<file path="src/rtl/rv_pkg.sv">
// Shared RV32I subset constants, ALU encodings and the fetch/execute state type.
package rv_pkg;

  localparam logic [6:0] OP_IMM    = 7'b0010011;
  localparam logic [6:0] OP_REG    = 7'b0110011;
  localparam logic [6:0] OP_BRANCH = 7'b1100011;

  localparam logic [2:0] F3_ADD_SUB = 3'b000;
  localparam logic [2:0] F3_BNE     = 3'b001;

  localparam logic [6:0] F7_ADD = 7'b0000000;
  localparam logic [6:0] F7_SUB = 7'b0100000;

  localparam logic ALU_ADD = 1'b0;
  localparam logic ALU_SUB = 1'b1;

  localparam logic [31:0] NOP_INSTR = 32'h0000_0013;

  typedef enum logic [1:0] {FETCH, EXEC, HALT} state_t;

  function automatic logic [31:0] sext12(input logic [11:0] v);
    return {{20{v[11]}}, v};
  endfunction

endpackage

</file>
<file path="src/rtl/rv_decoder.sv">
// Combinational decode of the held instruction word into datapath controls,
// the branch offset and an illegal-encoding flag.
module rv_decoder
  import rv_pkg::*;
(
  input  logic [31:0] ir,
  output logic [5:0]  rs1,
  output logic [5:0]  rs2,
  output logic [5:0]  rd,
  output logic [31:0] imm_i,
  output logic [31:0] imm_b,
  output logic        alu_src,
  output logic        alu_ctrl,
  output logic        wr_en,
  output logic        is_bne,
  output logic        illegal
);

  logic [6:0] opcode;
  logic [2:0] funct3;
  logic [6:0] funct7;

  assign opcode = ir[6:0];
  assign funct3 = ir[14:12];
  assign funct7 = ir[31:25];

  assign rs1   = {1'b0, ir[19:15]};
  assign rs2   = {1'b0, ir[24:20]};
  assign rd    = {1'b0, ir[11:7]};
  assign imm_i = sext12(ir[31:20]);
  assign imm_b = {{19{ir[31]}}, ir[31], ir[7], ir[30:25], ir[11:8], 1'b0};

  always_comb begin
    alu_src  = 1'b0;
    alu_ctrl = ALU_ADD;
    wr_en    = 1'b0;
    is_bne   = 1'b0;
    illegal  = 1'b1;
    case (opcode)
      OP_IMM: begin
        if (funct3 == F3_ADD_SUB) begin
          alu_src = 1'b1;
          wr_en   = 1'b1;
          illegal = 1'b0;
        end
      end
      OP_REG: begin
        if (funct3 == F3_ADD_SUB && (funct7 == F7_ADD || funct7 == F7_SUB)) begin
          alu_ctrl = funct7[5];
          wr_en    = 1'b1;
          illegal  = 1'b0;
        end
      end
      OP_BRANCH: begin
        if (funct3 == F3_BNE) begin
          alu_ctrl = ALU_SUB;
          is_bne   = 1'b1;
          illegal  = 1'b0;
        end
      end
      default: ;
    endcase
  end

endmodule

</file>
<file path="src/rtl/fetch_ctrl_unit.sv">
// Fetch/execute controller: owns PC and IR, fetches from imem, drives datapath controls.
// FETCH_CTRL_TRAP_EN: illegal instructions halt the core instead of executing as NOP.
module fetch_ctrl_unit
  import rv_pkg::*;
#(
  parameter int                ADDR_W   = 32,
  parameter logic [ADDR_W-1:0] RESET_PC = '0
)(
  input  logic              clk,
  input  logic              rst,
  output logic              imem_req,
  output logic [ADDR_W-1:0] imem_addr,
  input  logic              imem_ack,
  input  logic [31:0]       imem_rdata,
  input  logic              eq_out,
  output logic [5:0]        rs1,
  output logic [5:0]        rs2,
  output logic [5:0]        rd,
  output logic              reg_write,
  output logic [31:0]       imm_op,
  output logic              alu_src,
  output logic              alu_ctrl,
  output logic [ADDR_W-1:0] pc,
  output logic              halted
);

  state_t            state, state_next;
  logic [ADDR_W-1:0] pc_next;
  logic [31:0]       ir;

  logic [5:0]  d_rs1, d_rs2, d_rd;
  logic [31:0] d_imm_i, d_imm_b;
  logic        d_alu_src, d_alu_ctrl, d_wr_en, d_is_bne, d_illegal;

  rv_decoder u_dec (
    .ir       (ir),
    .rs1      (d_rs1),
    .rs2      (d_rs2),
    .rd       (d_rd),
    .imm_i    (d_imm_i),
    .imm_b    (d_imm_b),
    .alu_src  (d_alu_src),
    .alu_ctrl (d_alu_ctrl),
    .wr_en    (d_wr_en),
    .is_bne   (d_is_bne),
    .illegal  (d_illegal)
  );

  logic              taken;
  logic [ADDR_W-1:0] seq_pc, br_pc, tgt_pc;

  assign taken  = d_is_bne & ~eq_out;
  assign seq_pc = pc + ADDR_W'(4);
  assign br_pc  = pc + ADDR_W'($signed(d_imm_b));
  assign tgt_pc = taken ? br_pc : seq_pc;

  always_comb begin
    state_next = state;
    pc_next    = pc;
    case (state)
      FETCH: begin
        if (imem_ack) state_next = EXEC;
      end
      EXEC: begin
`ifdef FETCH_CTRL_TRAP_EN
        if (d_illegal) begin
          state_next = HALT;
        end else begin
          state_next = FETCH;
          pc_next    = {tgt_pc[ADDR_W-1:2], 2'b00};
        end
`else
        state_next = FETCH;
        pc_next    = {tgt_pc[ADDR_W-1:2], 2'b00};
`endif
      end
      default: ;
    endcase
  end

  always_ff @(posedge clk) begin
    if (rst) begin
      state <= FETCH;
      pc    <= RESET_PC;
      ir    <= NOP_INSTR;
    end else begin
      state <= state_next;
      pc    <= pc_next;
      if (state == FETCH && imem_ack) ir <= imem_rdata;
    end
  end

  // Reset forces every control output low in the same cycle, regardless of state.
  assign imem_req  = ~rst & (state == FETCH);
  assign imem_addr = pc;
  assign reg_write = ~rst & (state == EXEC) & d_wr_en;
  assign rs1       = rst ? '0 : d_rs1;
  assign rs2       = rst ? '0 : d_rs2;
  assign rd        = rst ? '0 : d_rd;
  assign imm_op    = rst ? '0 : d_imm_i;
  assign alu_src   = ~rst & d_alu_src;
  assign alu_ctrl  = ~rst & d_alu_ctrl;

`ifdef FETCH_CTRL_TRAP_EN
  assign halted = ~rst & (state == HALT);
`else
  logic illegal_unused;
  assign illegal_unused = d_illegal;
  assign halted         = 1'b0;
`endif

endmodule

</file>
<file path="config.mk">
export PLATFORM = sky130hd
export DESIGN_NAME = fetch_ctrl_unit
export DESIGN_NICKNAME = d
export VERILOG_FILES = /design/src/rtl/rv_pkg.sv /design/src/rtl/rv_decoder.sv /design/src/rtl/fetch_ctrl_unit.sv
export SDC_FILE = /design/constraint.sdc
export NUM_CORES = 1
export LEC_CHECK = 0
export ABC_AREA = 1
export ABC_CLOCK_PERIOD_IN_PS = 2800
export CAP_MARGIN = 10
export CELL_PAD_IN_SITES_DETAIL_PLACEMENT = 0
export CELL_PAD_IN_SITES_GLOBAL_PLACEMENT = 1
export CORE_MARGIN = 10
export CORE_UTILIZATION = 29
export DETAILED_ROUTE_END_ITERATION = 6
export HOLD_SLACK_MARGIN = 0.15
export PLACE_DENSITY = 0.87
export SLEW_MARGIN = 20
export SYNTH_ARGS = -nofsm -noshare
export SYNTH_HDL_FRONTEND = slang
export SYNTH_SLANG_ARGS = --single-unit
</file>
<file path="constraint.sdc">
create_clock -name clk -period 2.8 [get_ports clk]
set_clock_uncertainty 0.1 [all_clocks]
set_input_delay 0.28 -clock clk [delete_from_list [all_inputs] [get_ports clk]]
set_output_delay 0.28 -clock clk [all_outputs]
set_load 0.01 [all_outputs]
</file>
Word level (Yosys, flattened, before mapping). Cells that the tools add are included.

Bits in registers: 64. Input bits: 36.

Add/sub/neg operators: 2. Eq/ne operators: 7. Muxes and demuxes: 15. Bitwise operators: 8. Reduce and logical (&&, ||, !) cells: 8.

Operators with widths (number): 32-bit 2-to-1 mux (2); 32-bit by 3-bit adder with 32-bit output (second input constant) (1); 32-bit adder (1); 5-bit 2-to-1 mux (3); 7-bit by 6-bit equality test with 1-bit output (second input constant) (2); 7-bit by 5-bit equality test with 1-bit output (second input constant) (1); 7-bit equality test (second input constant) (1); 7-bit zero test (1); 1-bit AND (6); 1-bit 2-to-1 mux (6); 1-bit one-hot mux with 2 select lines (2); 2-bit one-hot mux with 2 select lines (1); 3-bit by 1-bit equality test with 1-bit output (second input constant) (1); 3-bit zero test (1); 2-bit by 1-bit equality test with 1-bit output (second input constant) (1); 1-bit logical AND (2); 2-bit zero test (1); 2-bit 2-to-1 mux (1); 2-bit inequality test (second input constant) (1); 1-bit NOT (2); 2-bit AND reduction (1); 2-bit nonzero test (1); 1-bit logical OR (1).

Logic depth before layout (Yosys ltp).
Word-level depth: 6. Gate-level depth with buffers: 24. Gate-level depth less buffers: 24.

By module. A second synthesis with hierarchy kept.

Cells, all modules: 1042. Area total of the unflattened synthesis: 6079.6 um^2.

Modules (own cells, without submodules): fetch_ctrl_unit (instances 1, cells an instance 919, area an instance 5247.5 um^2); rv_decoder (instances 1, cells an instance 123, area an instance 832.0 um^2).

Least setup slack after synthesis. No wires, ideal clock.

Path kind: register to register. Start point: reg ir[5]. End point: reg pc[26] (netlist: imem_addr[26]). Arrival time: 2.709 ns. Path slack: -0.126 ns. Cell stages (with the launch flop): 19. Path buffers: 0. Period minus slack after synthesis: 2.926 ns. Cells stage by stage: dfxtp_1 -> nand3_2 -> nor2_4 -> nand3_4 -> nor2_1 -> inv_1 -> fa_1 -> nor2_1 -> a21oi_1 -> o21ai_0 -> a21oi_1 -> o21ai_2 -> nand3_1 -> nand2_2 -> nand2_2 -> nand2_1 -> nand2_1 -> nand3_1 -> o21ai_1.

Word-level cells in the longest chain between the ends: 4.

Ends and longest elaborated chain: from (decl) (line fetch_ctrl_unit.sv:29) `logic [31:0] ir;`; from (signal assigned) (line fetch_ctrl_unit.sv:89) `if (state == FETCH && imem_ack) ir <= imem_rdata;`; 7-bit equality test; 1-bit 2-to-1 mux (line rv_decoder.sv:39) `case (opcode)`; 1-bit AND (line fetch_ctrl_unit.sv:52) `assign taken = d_is_bne & ~eq_out;`; 32-bit 2-to-1 mux (line fetch_ctrl_unit.sv:55) `assign tgt_pc = taken ? br_pc : seq_pc;`; to (signal assigned) (line fetch_ctrl_unit.sv:88) `pc <= pc_next;`; to (decl) (line fetch_ctrl_unit.sv:23) `output logic [ADDR_W-1:0] pc,`.

No other way between the ends. A chain may end at the register's enable or synchronous reset.

Worst setup path after layout.
Start point: reg ir[12]. End point: reg pc[20] (netlist: imem_addr[20]).

Word-level cells in the longest chain between the ends: 5.

Ends and longest elaborated chain: 3-bit by 1-bit equality test with 1-bit output (line rv_decoder.sv:55) `if (funct3 == F3_BNE) begin`; 1-bit 2-to-1 mux (line rv_decoder.sv:55); 1-bit 2-to-1 mux (line rv_decoder.sv:39); 1-bit AND (line fetch_ctrl_unit.sv:52); 32-bit 2-to-1 mux (line fetch_ctrl_unit.sv:55).

No other way between the ends.

==> results.md <==
- Global-route wire length before repair: 23800 um
- Cells along the critical path: inv_2, nor3_4, buf_6, nand3_4, nor2_4, inv_2, fa_2, nor2_4, a21oi_2, o21ai_2, a21oi_4, buf_4, o21ai_4, nand3_1, nand2_1, xor2_1, o21ai_1
- Maximum number of pins on one net before global-route repair: 41
- Total setup violations reported at the end of the flow: 0
- Critical Path Max Stage Delay: 380 ps
- Net Sw Frac: 0.271
- Fraction of power consumed by combinational cells: 0.151
- CTS tree: yes
- Reported max-cap violation count: 0
- Count of distinct cell types in the synthesized netlist: 44
- #FFs+latches synth: 63
- Final weighted congestion in routability-driven placement: 0.919
- Run status: completed
- Length of routed met2 wiring: 6880 um
- Total length of routed met3 wires: 1550 um
- X dimension of the die: 147 um
- Port buffer count: 146
- Clock buffer count from CTS: 9
- Final Max Slew Viols: 0
- Maximum number of buffers from clock root to sink: 2
- Leading cell types in the layout, fill and taps excluded: sky130_fd_sc_hd__clkdlybuf4s50_1 (146), sky130_fd_sc_hd__nand2_1 (118), sky130_fd_sc_hd__inv_1 (85)
- Initial core utilization: 0.295
- Met1 Routed Length: 6240 um
- Class of the most critical hold timing path: reg2reg
- Initial antenna violation count: 0
- Die Y: 147 um
- Post-detailed-routing wire length: 14900 um
- Detailed Routing Iterations Pass 1: 5
- Count of buffering cells on the critical path with inverters included: 4
- Clock root buffer master: sky130_fd_sc_hd__clkbuf_16
- Net switching power: 644 uW
- Syn-to-layout area delta: 45.5%
- I/O pin cnt: 155
- Required arrival time at the worst endpoint: 2930 ps
- Critical path launch point type: register
- Clock network fraction of design power: 0.444
- Sequential share of power: 0.405
- Clk_lat worst skew: 340 ps
- Slowest cell on the critical path: sky130_fd_sc_hd__fa_2
- Nature of the critical path endpoint: register
- HPWL Detailed: 11500 um
- Finished Core Util: 0.430
- Warnings from Yosys: 0
- Core area: 15800 um2
- Clk slew on worst S/H paths: 60 ps
- Worst Setup Path Type: reg2reg
- Most frequent standard cell in the layout excluding fill and tap cells: sky130_fd_sc_hd__clkdlybuf4s50_1
- Total die area: 21600 um2
- Total gr overflow: 0
- CP top delay family: simple AND/OR/NAND/NOR gates
- Routed wire per std cell: 14.3 um
- Number of design rule violations left after detail routing: 0
- Number of fill cells: 1606
- Core Rows: 46
- Highest attainable clock frequency: 0.360 GHz
- All-layer global routing usage: 0.134
- Sinks on the clock net: 63
- Total via count after detailed routing: 4731
- PD cells: 349 nW/um2
- P_leak: 0.00282 uW
- Number of hold violations in the final report: 0
- Internal cell power: 1730 uW
- Antenna diodes: 0
- Number of nets with antenna violations after detailed routing: 0
- Worst Path Arrival: 2910 ps
- Syn Std Cell Area: 4680 um2
- Post-layout nets: 871
- Top routing layer used: met4
- Hold-fix buffer count after cts: 0
- Design Power: 2380 uW
- Worst relative slew slack: 0.582
- H-tree levels: 3
- Cell count after synthesis: 692
- Proportion of synthesized chip area in sequential cells: 0.270
- Vias per Instance: 4.53
- Time the worst path needs with I/O delays and setup: 2780 ps
- Post-synthesis average cell area: 6.76 um2
- Final period utilization: 0.993
- Critical Path Fanout Max: 5
- Iter 0 DRT Violations: 260
- Maximum resistive drop on vdd: 0.328 mV
- Unrepaired setup endpoints after global routing: true
- Vias in the first global route: 4662
- Layout cells sized above 1: 0.194
- Measured slew at the worst slew-check pin: 619 ps
-- final cells by class --
class,instances,area [um2],area share
multi-input combinational,454,2700,0.397
timing repair buffer,207,1950,0.286
sequential,63,1270,0.186
inverter,89,334,0.0491
tap,216,270,0.0397
clock buffer,9,225,0.0331
clock inverter,7,56.3,0.00828
-- worst min-delay path, cell delays in order (launching register included) --
cell and delay [ps]:
sky130_fd_sc_hd__dfxtp_1 290, sky130_fd_sc_hd__inv_1 60, sky130_fd_sc_hd__a21oi_1 60
-- metrics by stage --
| stage | hold slack, ps | worst slack, ps | instance area, um2 | setup TNS [ps] | std cells |
|---|---|---|---|---|---|
| after detailed placement | 351 | -314 | 6180 | -3520 | 1016 |
| final | 362 | 19.0 | 6800 | 0 | 1045 |
| after global routing | 387 | -167 | 6800 | -1840 | 1045 |
| after global placement | 342 | -264 | 6180 | -2540 | 1016 |
| after floorplan | 293 | 9.49 | 4710 | 0 | 699 |
| after CTS | 359 | 0.841 | 6590 | 0 | 1035 |
-- cell usage after synthesis (all sizes together) --
| master | instances | area share |
|---|---|---|
| nand2 | 146 | 0.12 |
| o211ai | 1 | 0.0016 |
| o21a | 4 | 0.0064 |
| o21ai | 41 | 0.045 |
| inv | 89 | 0.071 |
| dfxtp | 63 | 0.27 |
| o22a | 18 | 0.034 |
| o22ai | 13 | 0.017 |
| clkbuf | 19 | 0.016 |
| o21bai | 1 | 0.0016 |
| a21o | 2 | 0.0032 |
| a22o | 2 | 0.0037 |
| xnor2 | 6 | 0.011 |
| nor2 | 93 | 0.081 |
| nand4 | 7 | 0.011 |
| buf | 75 | 0.12 |
| nand3 | 30 | 0.037 |
| nor3 | 4 | 0.0067 |
| nor3b | 1 | 0.0027 |
| fa | 1 | 0.0043 |
| a31oi | 1 | 0.0013 |
| nand3b | 4 | 0.0064 |
| o41ai | 23 | 0.043 |
| a21oi | 22 | 0.025 |
| and2 | 3 | 0.0051 |
| xor2 | 11 | 0.021 |
| a21boi | 1 | 0.0024 |
| ha | 10 | 0.027 |
| conb | 1 | 0.00080 |
-- power groups by stage --
stage / sequential, uW / combinational, uW / clock (uW)
final: 961 / 359 / 1060
after global routing: 966 / 394 / 1130
after CTS: 960 / 361 / 1090
after detailed placement: 978 / 348 / 0
after global placement: 977 / 348 / 0
after floorplan: 976 / 187 / 0
-- what timing repair did --
action / in CTS / in global routing
endpoints found under the setup margin: 17 / 18
gates resized for setup: 31 / 37
cloned: 1 / 0
buffers inserted: 2 / 10
pin swaps: 17 / 29
-- flip-flops by register name, summed over array words and instances, names as in the netlist --
| signal | cells |
|---|---|
| ir | 32 |
| imem_addr | 30 |
| state | 1 |
-- final timing paths --
kind / from / endpoint / slack (ps) / cells past startpoint
setup / recovery: ir[12]$_SDFFE_PP0P_ / imem_addr[20]$_SDFFE_PP0P_ / 20 / 17
hold / removal: ir[8]$_SDFFE_PP0P_ / ir[8]$_SDFFE_PP0P_ / 360 / 2
setup reg to reg: ir[12]$_SDFFE_PP0P_ / imem_addr[20]$_SDFFE_PP0P_ / 20 / 17
hold reg to reg: ir[8]$_SDFFE_PP0P_ / ir[8]$_SDFFE_PP0P_ / 360 / 2
-- cell families after synthesis --
| family | Yosys count | share of synthesized area |
|---|---|---|
| AND/OR/NAND/NOR | 288 | 0.274 |
| buffers and inverters | 183 | 0.208 |
| AO/OA/AOI/OAI | 129 | 0.185 |
| flip-flops | 63 | 0.270 |
| XOR/XNOR | 17 | 0.0318 |
| adder cells (fa/ha/maj) | 11 | 0.0310 |
| other | 1 | 0.000802 |
-- per-layer routing --
metal	up-vias	track usage
met1	2100	0.153
li1	2460	-
met3	20	0.0633
met4	0	0.0456
met2	151	0.217
met5	-	0
Power figures use the tool's default switching activity.
